===== src/rtl/multi_producer_ctrl_if.sv =====
// Producer/buffer-side signal bundle for multi_producer_ctrl.
// master = the controller, slave = producers, buffer and consumer status.
interface multi_producer_ctrl_if #(
    parameter int CHANNELS = 2,
    parameter int DATA_W   = 16
);
    localparam int SEL_W = (CHANNELS > 1) ? $clog2(CHANNELS) : 1;

    logic [CHANNELS-1:0]        start;
    logic                       stop;
    logic                       rotate_en;
    logic [CHANNELS-1:0]        ch_valid;
    logic [CHANNELS*DATA_W-1:0] ch_data;
    logic                       buffer_full;
    logic                       buffer_empty;
    logic                       cons_valid;
    logic [CHANNELS-1:0]        ch_en;
    logic                       wr_en;
    logic [DATA_W-1:0]          wr_data;
    logic [SEL_W-1:0]           active_ch;
    logic                       busy;
    logic [1:0]                 state;

    modport master (
        input  start, stop, rotate_en, ch_valid, ch_data,
               buffer_full, buffer_empty, cons_valid,
        output ch_en, wr_en, wr_data, active_ch, busy, state
    );

    modport slave (
        output start, stop, rotate_en, ch_valid, ch_data,
               buffer_full, buffer_empty, cons_valid,
        input  ch_en, wr_en, wr_data, active_ch, busy, state
    );
endinterface


===== src/rtl/multi_producer_ctrl.sv =====
// Selects one of CHANNELS producers into the buffer write port, stalling
// losslessly on buffer full, optionally rotating, and draining before idle.
module multi_producer_ctrl #(
    parameter int CHANNELS   = 2,
    parameter int DATA_W     = 16,
    parameter int ROTATE_LEN = 8
) (
    input  logic                  clock,
    input  logic                  reset,
    multi_producer_ctrl_if.master bus
);
    localparam int SEL_W = (CHANNELS > 1) ? $clog2(CHANNELS) : 1;
    localparam int CNT_W = (ROTATE_LEN > 1) ? $clog2(ROTATE_LEN) : 1;

    typedef enum logic [1:0] {
        S_IDLE  = 2'b00,
        S_RUN   = 2'b01,
        S_WAIT  = 2'b10,
        S_DRAIN = 2'b11
    } state_t;

    state_t              r_state, w_state_nxt;
    logic [SEL_W-1:0]    r_active_ch, w_active_nxt;
    logic [CNT_W-1:0]    r_word_cnt, w_cnt_nxt;
    logic [CHANNELS-1:0] r_start_q;
    logic                r_stop_q;

    logic [CHANNELS-1:0] w_start_edge;
    logic [CHANNELS-1:0] w_sel_onehot;
    logic [CHANNELS-1:0] w_switch_req;
    logic                w_stop_edge;
    logic                w_wr_en;
    logic [DATA_W-1:0]   w_data_sel;

    function automatic logic [SEL_W-1:0] lowest_set(input logic [CHANNELS-1:0] v);
        lowest_set = '0;
        for (int i = CHANNELS - 1; i >= 0; i--) begin
            if (v[i]) lowest_set = SEL_W'(i);
        end
    endfunction

    assign w_start_edge = bus.start & ~r_start_q;
    assign w_stop_edge  = bus.stop & ~r_stop_q;
    assign w_sel_onehot = CHANNELS'(1) << r_active_ch;
    assign w_switch_req = w_start_edge & ~w_sel_onehot;
    assign w_wr_en      = (r_state == S_RUN) & (|(bus.ch_valid & w_sel_onehot)) & ~bus.buffer_full;

    always_comb begin
        w_data_sel = '0;
        for (int i = 0; i < CHANNELS; i++) begin
            if (r_active_ch == SEL_W'(i)) w_data_sel = bus.ch_data[i*DATA_W +: DATA_W];
        end
    end

    always_ff @(posedge clock) begin
        if (reset) begin
            r_state     <= S_IDLE;
            r_active_ch <= '0;
            r_word_cnt  <= '0;
            r_start_q   <= '0;
            r_stop_q    <= 1'b0;
        end else begin
            r_state     <= w_state_nxt;
            r_active_ch <= w_active_nxt;
            r_word_cnt  <= w_cnt_nxt;
            r_start_q   <= bus.start;
            r_stop_q    <= bus.stop;
        end
    end

    always_comb begin
        w_state_nxt  = r_state;
        w_active_nxt = r_active_ch;
        w_cnt_nxt    = r_word_cnt;

        // Counting/rotation first so a start-edge switch below overrides it.
        if (w_wr_en) begin
            if (r_word_cnt == CNT_W'(ROTATE_LEN - 1)) begin
                w_cnt_nxt = '0;
                if (bus.rotate_en) begin
                    w_active_nxt = (r_active_ch == SEL_W'(CHANNELS - 1)) ? '0
                                                                          : r_active_ch + 1'b1;
                end
            end else begin
                w_cnt_nxt = r_word_cnt + 1'b1;
            end
        end

        case (r_state)
            S_IDLE: begin
                if (|w_start_edge) begin
                    w_state_nxt  = S_RUN;
                    w_active_nxt = lowest_set(w_start_edge);
                    w_cnt_nxt    = '0;
                end
            end
            S_RUN: begin
                if (w_stop_edge) begin
                    w_state_nxt = S_DRAIN;
                end else if (bus.buffer_full) begin
                    w_state_nxt = S_WAIT;
                end else if (|w_switch_req) begin
                    w_active_nxt = lowest_set(w_switch_req);
                    w_cnt_nxt    = '0;
                end
            end
            S_WAIT: begin
                if (w_stop_edge) begin
                    w_state_nxt = S_DRAIN;
                end else begin
                    if (!bus.buffer_full) w_state_nxt = S_RUN;
                    if (|w_switch_req) begin
                        w_active_nxt = lowest_set(w_switch_req);
                        w_cnt_nxt    = '0;
                    end
                end
            end
            S_DRAIN: begin
                if (bus.buffer_empty && !bus.cons_valid) w_state_nxt = S_IDLE;
            end
            default: w_state_nxt = S_IDLE;
        endcase
    end

    assign bus.ch_en     = (r_state == S_RUN) ? w_sel_onehot : '0;
    assign bus.wr_en     = w_wr_en;
    assign bus.wr_data   = w_wr_en ? w_data_sel : '0;
    assign bus.active_ch = r_active_ch;
    assign bus.busy      = (r_state != S_IDLE);
    assign bus.state     = r_state;
endmodule

===== src/flat_wrapper.sv =====
// flat-port wrapper written by rule: the top's interface ports become plain ports
module multi_producer_ctrl_flat 
#(
    parameter int CHANNELS   = 2,
    parameter int DATA_W     = 16,
    parameter int ROTATE_LEN = 8
)
  (clock, reset, bus_start, bus_stop, bus_rotate_en, bus_ch_valid, bus_ch_data, bus_buffer_full, bus_buffer_empty, bus_cons_valid, bus_ch_en, bus_wr_en, bus_wr_data, bus_active_ch, bus_busy, bus_state);
  multi_producer_ctrl_if #(.CHANNELS(CHANNELS), .DATA_W(DATA_W)) bus_i ();
  input  logic clock;
  input  logic reset;
  input wire logic [$bits(bus_i.start)-1:0] bus_start;
  input wire logic [$bits(bus_i.stop)-1:0] bus_stop;
  input wire logic [$bits(bus_i.rotate_en)-1:0] bus_rotate_en;
  input wire logic [$bits(bus_i.ch_valid)-1:0] bus_ch_valid;
  input wire logic [$bits(bus_i.ch_data)-1:0] bus_ch_data;
  input wire logic [$bits(bus_i.buffer_full)-1:0] bus_buffer_full;
  input wire logic [$bits(bus_i.buffer_empty)-1:0] bus_buffer_empty;
  input wire logic [$bits(bus_i.cons_valid)-1:0] bus_cons_valid;
  output wire logic [$bits(bus_i.ch_en)-1:0] bus_ch_en;
  output wire logic [$bits(bus_i.wr_en)-1:0] bus_wr_en;
  output wire logic [$bits(bus_i.wr_data)-1:0] bus_wr_data;
  output wire logic [$bits(bus_i.active_ch)-1:0] bus_active_ch;
  output wire logic [$bits(bus_i.busy)-1:0] bus_busy;
  output wire logic [$bits(bus_i.state)-1:0] bus_state;
  assign bus_i.start = bus_start;
  assign bus_i.stop = bus_stop;
  assign bus_i.rotate_en = bus_rotate_en;
  assign bus_i.ch_valid = bus_ch_valid;
  assign bus_i.ch_data = bus_ch_data;
  assign bus_i.buffer_full = bus_buffer_full;
  assign bus_i.buffer_empty = bus_buffer_empty;
  assign bus_i.cons_valid = bus_cons_valid;
  assign bus_ch_en = bus_i.ch_en;
  assign bus_wr_en = bus_i.wr_en;
  assign bus_wr_data = bus_i.wr_data;
  assign bus_active_ch = bus_i.active_ch;
  assign bus_busy = bus_i.busy;
  assign bus_state = bus_i.state;
  multi_producer_ctrl #(.CHANNELS(CHANNELS), .DATA_W(DATA_W), .ROTATE_LEN(ROTATE_LEN)) u_core (.clock(clock), .reset(reset), .bus(bus_i));
endmodule

===== config.mk =====
export PLATFORM = sky130hd
export DESIGN_NAME = multi_producer_ctrl_flat
export DESIGN_NICKNAME = d
export VERILOG_FILES = /design/src/rtl/multi_producer_ctrl_if.sv /design/src/rtl/multi_producer_ctrl.sv /design/src/flat_wrapper.sv
export SDC_FILE = /design/constraint.sdc
export NUM_CORES = 1
export LEC_CHECK = 0
export CAP_MARGIN = 15
export CORE_MARGIN = 2
export CORE_UTILIZATION = 35
export CTS_CLUSTER_DIAMETER = 80
export DETAILED_ROUTE_END_ITERATION = 7
export PLACE_DENSITY = 0.81
export SLEW_MARGIN = 20
export SYNTH_ARGS = -nofsm -noshare
export SYNTH_HDL_FRONTEND = slang
export SYNTH_SLANG_ARGS = --single-unit

===== constraint.sdc =====
create_clock -name clock -period 2.22 [get_ports clock]
set_input_delay 0.333 -clock clock [delete_from_list [all_inputs] [get_ports clock]]
set_output_delay 0.333 -clock clock [all_outputs]
set_load 0.005 [all_outputs]

==> flow_metrics.env <==
export IMPL_hp_start="u_core.r_word_cnt[1]"
export IMPL_cpPeakStageDelay_ns=0.52
export IMPL_antenna_found_initial=0
export IMPL_synth_cells=105
export IMPL_start_kind="primary input"
export IMPL_path_cells="clkdlybuf4s50_1 -> mux2_4 -> nand2_4 -> nor2_1 -> clkdlybuf4s50_1"
export IMPL_hold_buffers=0
export IMPL_crit_fanout=5
export IMPL_synth_edf_count=0
export IMPL_synth_area_um2=834.6
export IMPL_area_growth_pct=88.01
export IMPL_port_buffers=65
export IMPL_clock_sinks=9
export IMPL_skew_ns=0.002132
export IMPL_worst_slew_pin_slew_ns=0.3608
export IMPL_arrival_ns=1.74
export IMPL_p_per_area_nw_per_um2=390.7
export IMPL_final_common_cell="clkdlybuf4s50_1"
export IMPL_ir_drop_uv=362.2
export IMPL_dp_cells=196
export IMPL_p_switching_uw=185.8
export IMPL_critical_path_required_ns=1.89
export IMPL_die_area_um2=2791
export IMPL_cts_max_path_buffers=2
export IMPL_top_layer="met4"
export IMPL_grt_pass1_wl_um=4160
export IMPL_hold_end="u_core.r_word_cnt[1]"
export IMPL_dpl_cell_area_um2=1499
export IMPL_fin_ws_ns=0.1483
export IMPL_setup_worst_path_end_class="output pin"
export IMPL_r2r_cells=8
export IMPL_critPathLaunch="bus_ch_valid[1]"
export IMPL_core_um2=2233
export IMPL_finalMaxSlewViolations=0
export IMPL_cts_tree="done"
export IMPL_syn_nets=150
export IMPL_cp_top_family="buffers and inverters"
export IMPL_final_util=0.7025
export IMPL_drt_met1_wl_um=1111
export IMPL_num_fill_cells=180
export IMPL_initial_core_util=0.3737
export IMPL_cp_slowest_cell="clkdlybuf4s50_1"
export IMPL_pwr_share_comb=0.502
export IMPL_hold_depth=2
export IMPL_yosysSeqAreaShare=0.2159
export IMPL_num_antenna_cells=0
export IMPL_drc_errors=0
export IMPL_grt_pass1_vias=934
export IMPL_vias=1015
export IMPL_p_seq_frac=0.290
export IMPL_r2r_start="u_core.bus.state[0]"
export IMPL_rows=17
export IMPL_yosysWarnings=0
export IMPL_crit_buf_inv=2
export IMPL_wirelength_um=2670
export IMPL_antenna_left=0
export IMPL_status="finished clean"
export IMPL_clk_latency_ns=0.26
export IMPL_wl_per_cell_um=13.02
export IMPL_io_pins=66
export IMPL_period_needed_ns=2.072
export IMPL_final_cell_mix="clkdlybuf4s50_1, nor2_1, mux2i_1"
export IMPL_totalNegativeSetupSlack_ns=0
export IMPL_r2r_end="u_core.bus.active_ch"
export IMPL_cts_buffers=3
export IMPL_maxCapViolCount=0
export IMPL_track_usage=0.2047
export IMPL_die_x_um=52.83
export IMPL_clock_root_buffer="clkbuf_4"
export IMPL_grt_max_degree=27
export IMPL_nets=223
export IMPL_slew_headroom=0.7595
export IMPL_clock_power_share=0.208
export IMPL_timing_final_crit_share=0.9332
export IMPL_hp_class="reg -> reg"
export IMPL_dp_final_hpwl_um=2036
export IMPL_clk_pin_slew_worst_paths_ns=0.06
export IMPL_drtIter0Drc=16
export IMPL_avgSynthCellArea_um2=7.948
export IMPL_rsz0062_at_grt="false"
export IMPL_synth_top_flop_cell="dfxtp_1"
export IMPL_fmax_mhz=482.7
export IMPL_htreeDepth=1
export IMPL_critPathKind="in -> out"
export IMPL_drtPass1Iterations=4
export IMPL_r2r_setup_slack_ns=0.71
export IMPL_internal_power_uw=427.2
export IMPL_place_congestion=0.7489
export IMPL_final_cells=205
export IMPL_cpMostUsedCell="clkdlybuf4s50_1"
export IMPL_synth_area_leaders="dfxtp_1, mux2i_1, nor2_1, nor2b_1, buf_6"
export IMPL_gr_total_overflow=0
export IMPL_swShare=0.3031
export IMPL_async_flop_share=0
export IMPL_met2WireLength_um=1370
export IMPL_synth_top_area_share=0.2159
export IMPL_wl_met3_um=158
export IMPL_routed_via_density=4.951
export IMPL_ys_types=34
export IMPL_final_setup_viol_count=0
export IMPL_place_ws_ns=-0.1226
export IMPL_final_area_um2=1569
export IMPL_die_h_um=52.83
export IMPL_synth_top_area_cell="dfxtp_1"
export IMPL_power_leakage_uw=0.0006327
export IMPL_hold_viol=0
export IMPL_final_layout_size_suffix_gt1_frac=0.09040
export IMPL_yosys_register_bits=9
[power by group through the flow]
stage / Combinational (µW) / Sequential, µW / Clock (µW)
3_5_place_dp: 291 / 182 / 0
5_1_grt: 337 / 179 / 142
4_1_cts: 308 / 178 / 134
6_report: 307 / 178 / 128
3_3_place_gp: 287 / 181 / 0
2_1_floorplan: 150 / 181 / 0
[cells by family after synthesis]
kind of cell | synth area share
and+or+nand+nor | 0.2759
AOI/OAI and AO/OA | 0.1604
muxes | 0.2339
buffers and inverters | 0.08395
DFF | 0.2159
adders and majority gates | 0.02998
[timing repair]
action / in CTS / in global routing
buffers inserted: 3 / 0
resized for setup: 3 / 0
setup endpoints to repair: 17 / 0
[per-stage QoR]
stage | hold slack, ns | power [µW]
finish | 0.5095 | 613.0
global route | 0.5684 | 657.7
CTS | 0.5146 | 620.6
detailed placement | 0.5007 | 472.5
global placement | 0.4855 | 468.4
floorplan | 0.4021 | 331.0
[cell usage after synthesis, types with 2 or more instances]
master / instances
inv_1: 3
buf_6: 3
mux2i_1: 18
dfxtp_1: 9
nand2b_1: 3
a21oi_1: 5
buf_2: 2
and2b_1: 2
nor3_1: 2
ha_1: 2
nand2_1: 3
buf_4: 2
nor2b_1: 6
o21ai_0: 3
nor2_1: 23
[final cells by class]
type / instances / area [µm²] / share of cell area
clock buffer: 4 / 26.28 / 0.01675
inverter: 3 / 11.26 / 0.007177
timing repair buffer: 73 / 709.4 / 0.4522
sequential: 9 / 180.2 / 0.1148
tap: 28 / 35.03 / 0.02233
multi-input combinational: 88 / 606.8 / 0.3868
[worst min-delay path, cell delays in order (launching register included)]
cell and delay, ns:
dfxtp_1 0.33, mux2i_1 0.07, nor2_1 0.07
[worst max path at each step]
stage | end | slack (ns) | depth (start not counted)
after global routing | bus_wr_data[13] | 0.03 | 4
final | bus_wr_data[15] | 0.15 | 5
after detailed placement | bus_wr_data[15] | -0.12 | 5
after CTS | bus_wr_data[15] | 0.14 | 5
after global placement | bus_wr_data[15] | -0.08 | 5
after floorplan | bus_wr_data[10] | 0.76 | 5
[per-layer routing]
metal  GRT usage  vias up
met5           0        -
li1            -      518
met2      0.3458       37
met4     0.08120        0
met3     0.06286        4
met1      0.2380      456
[state kept, by name (all words and copies together), names as in the netlist]
name and flops:
u_core.r_start_q 2, u_core.r_stop_q 1, u_core.bus.active_ch 1, u_core.bus.state 2
u_core.r_word_cnt 3
Note: power is estimated with default switching activity, not from simulation.
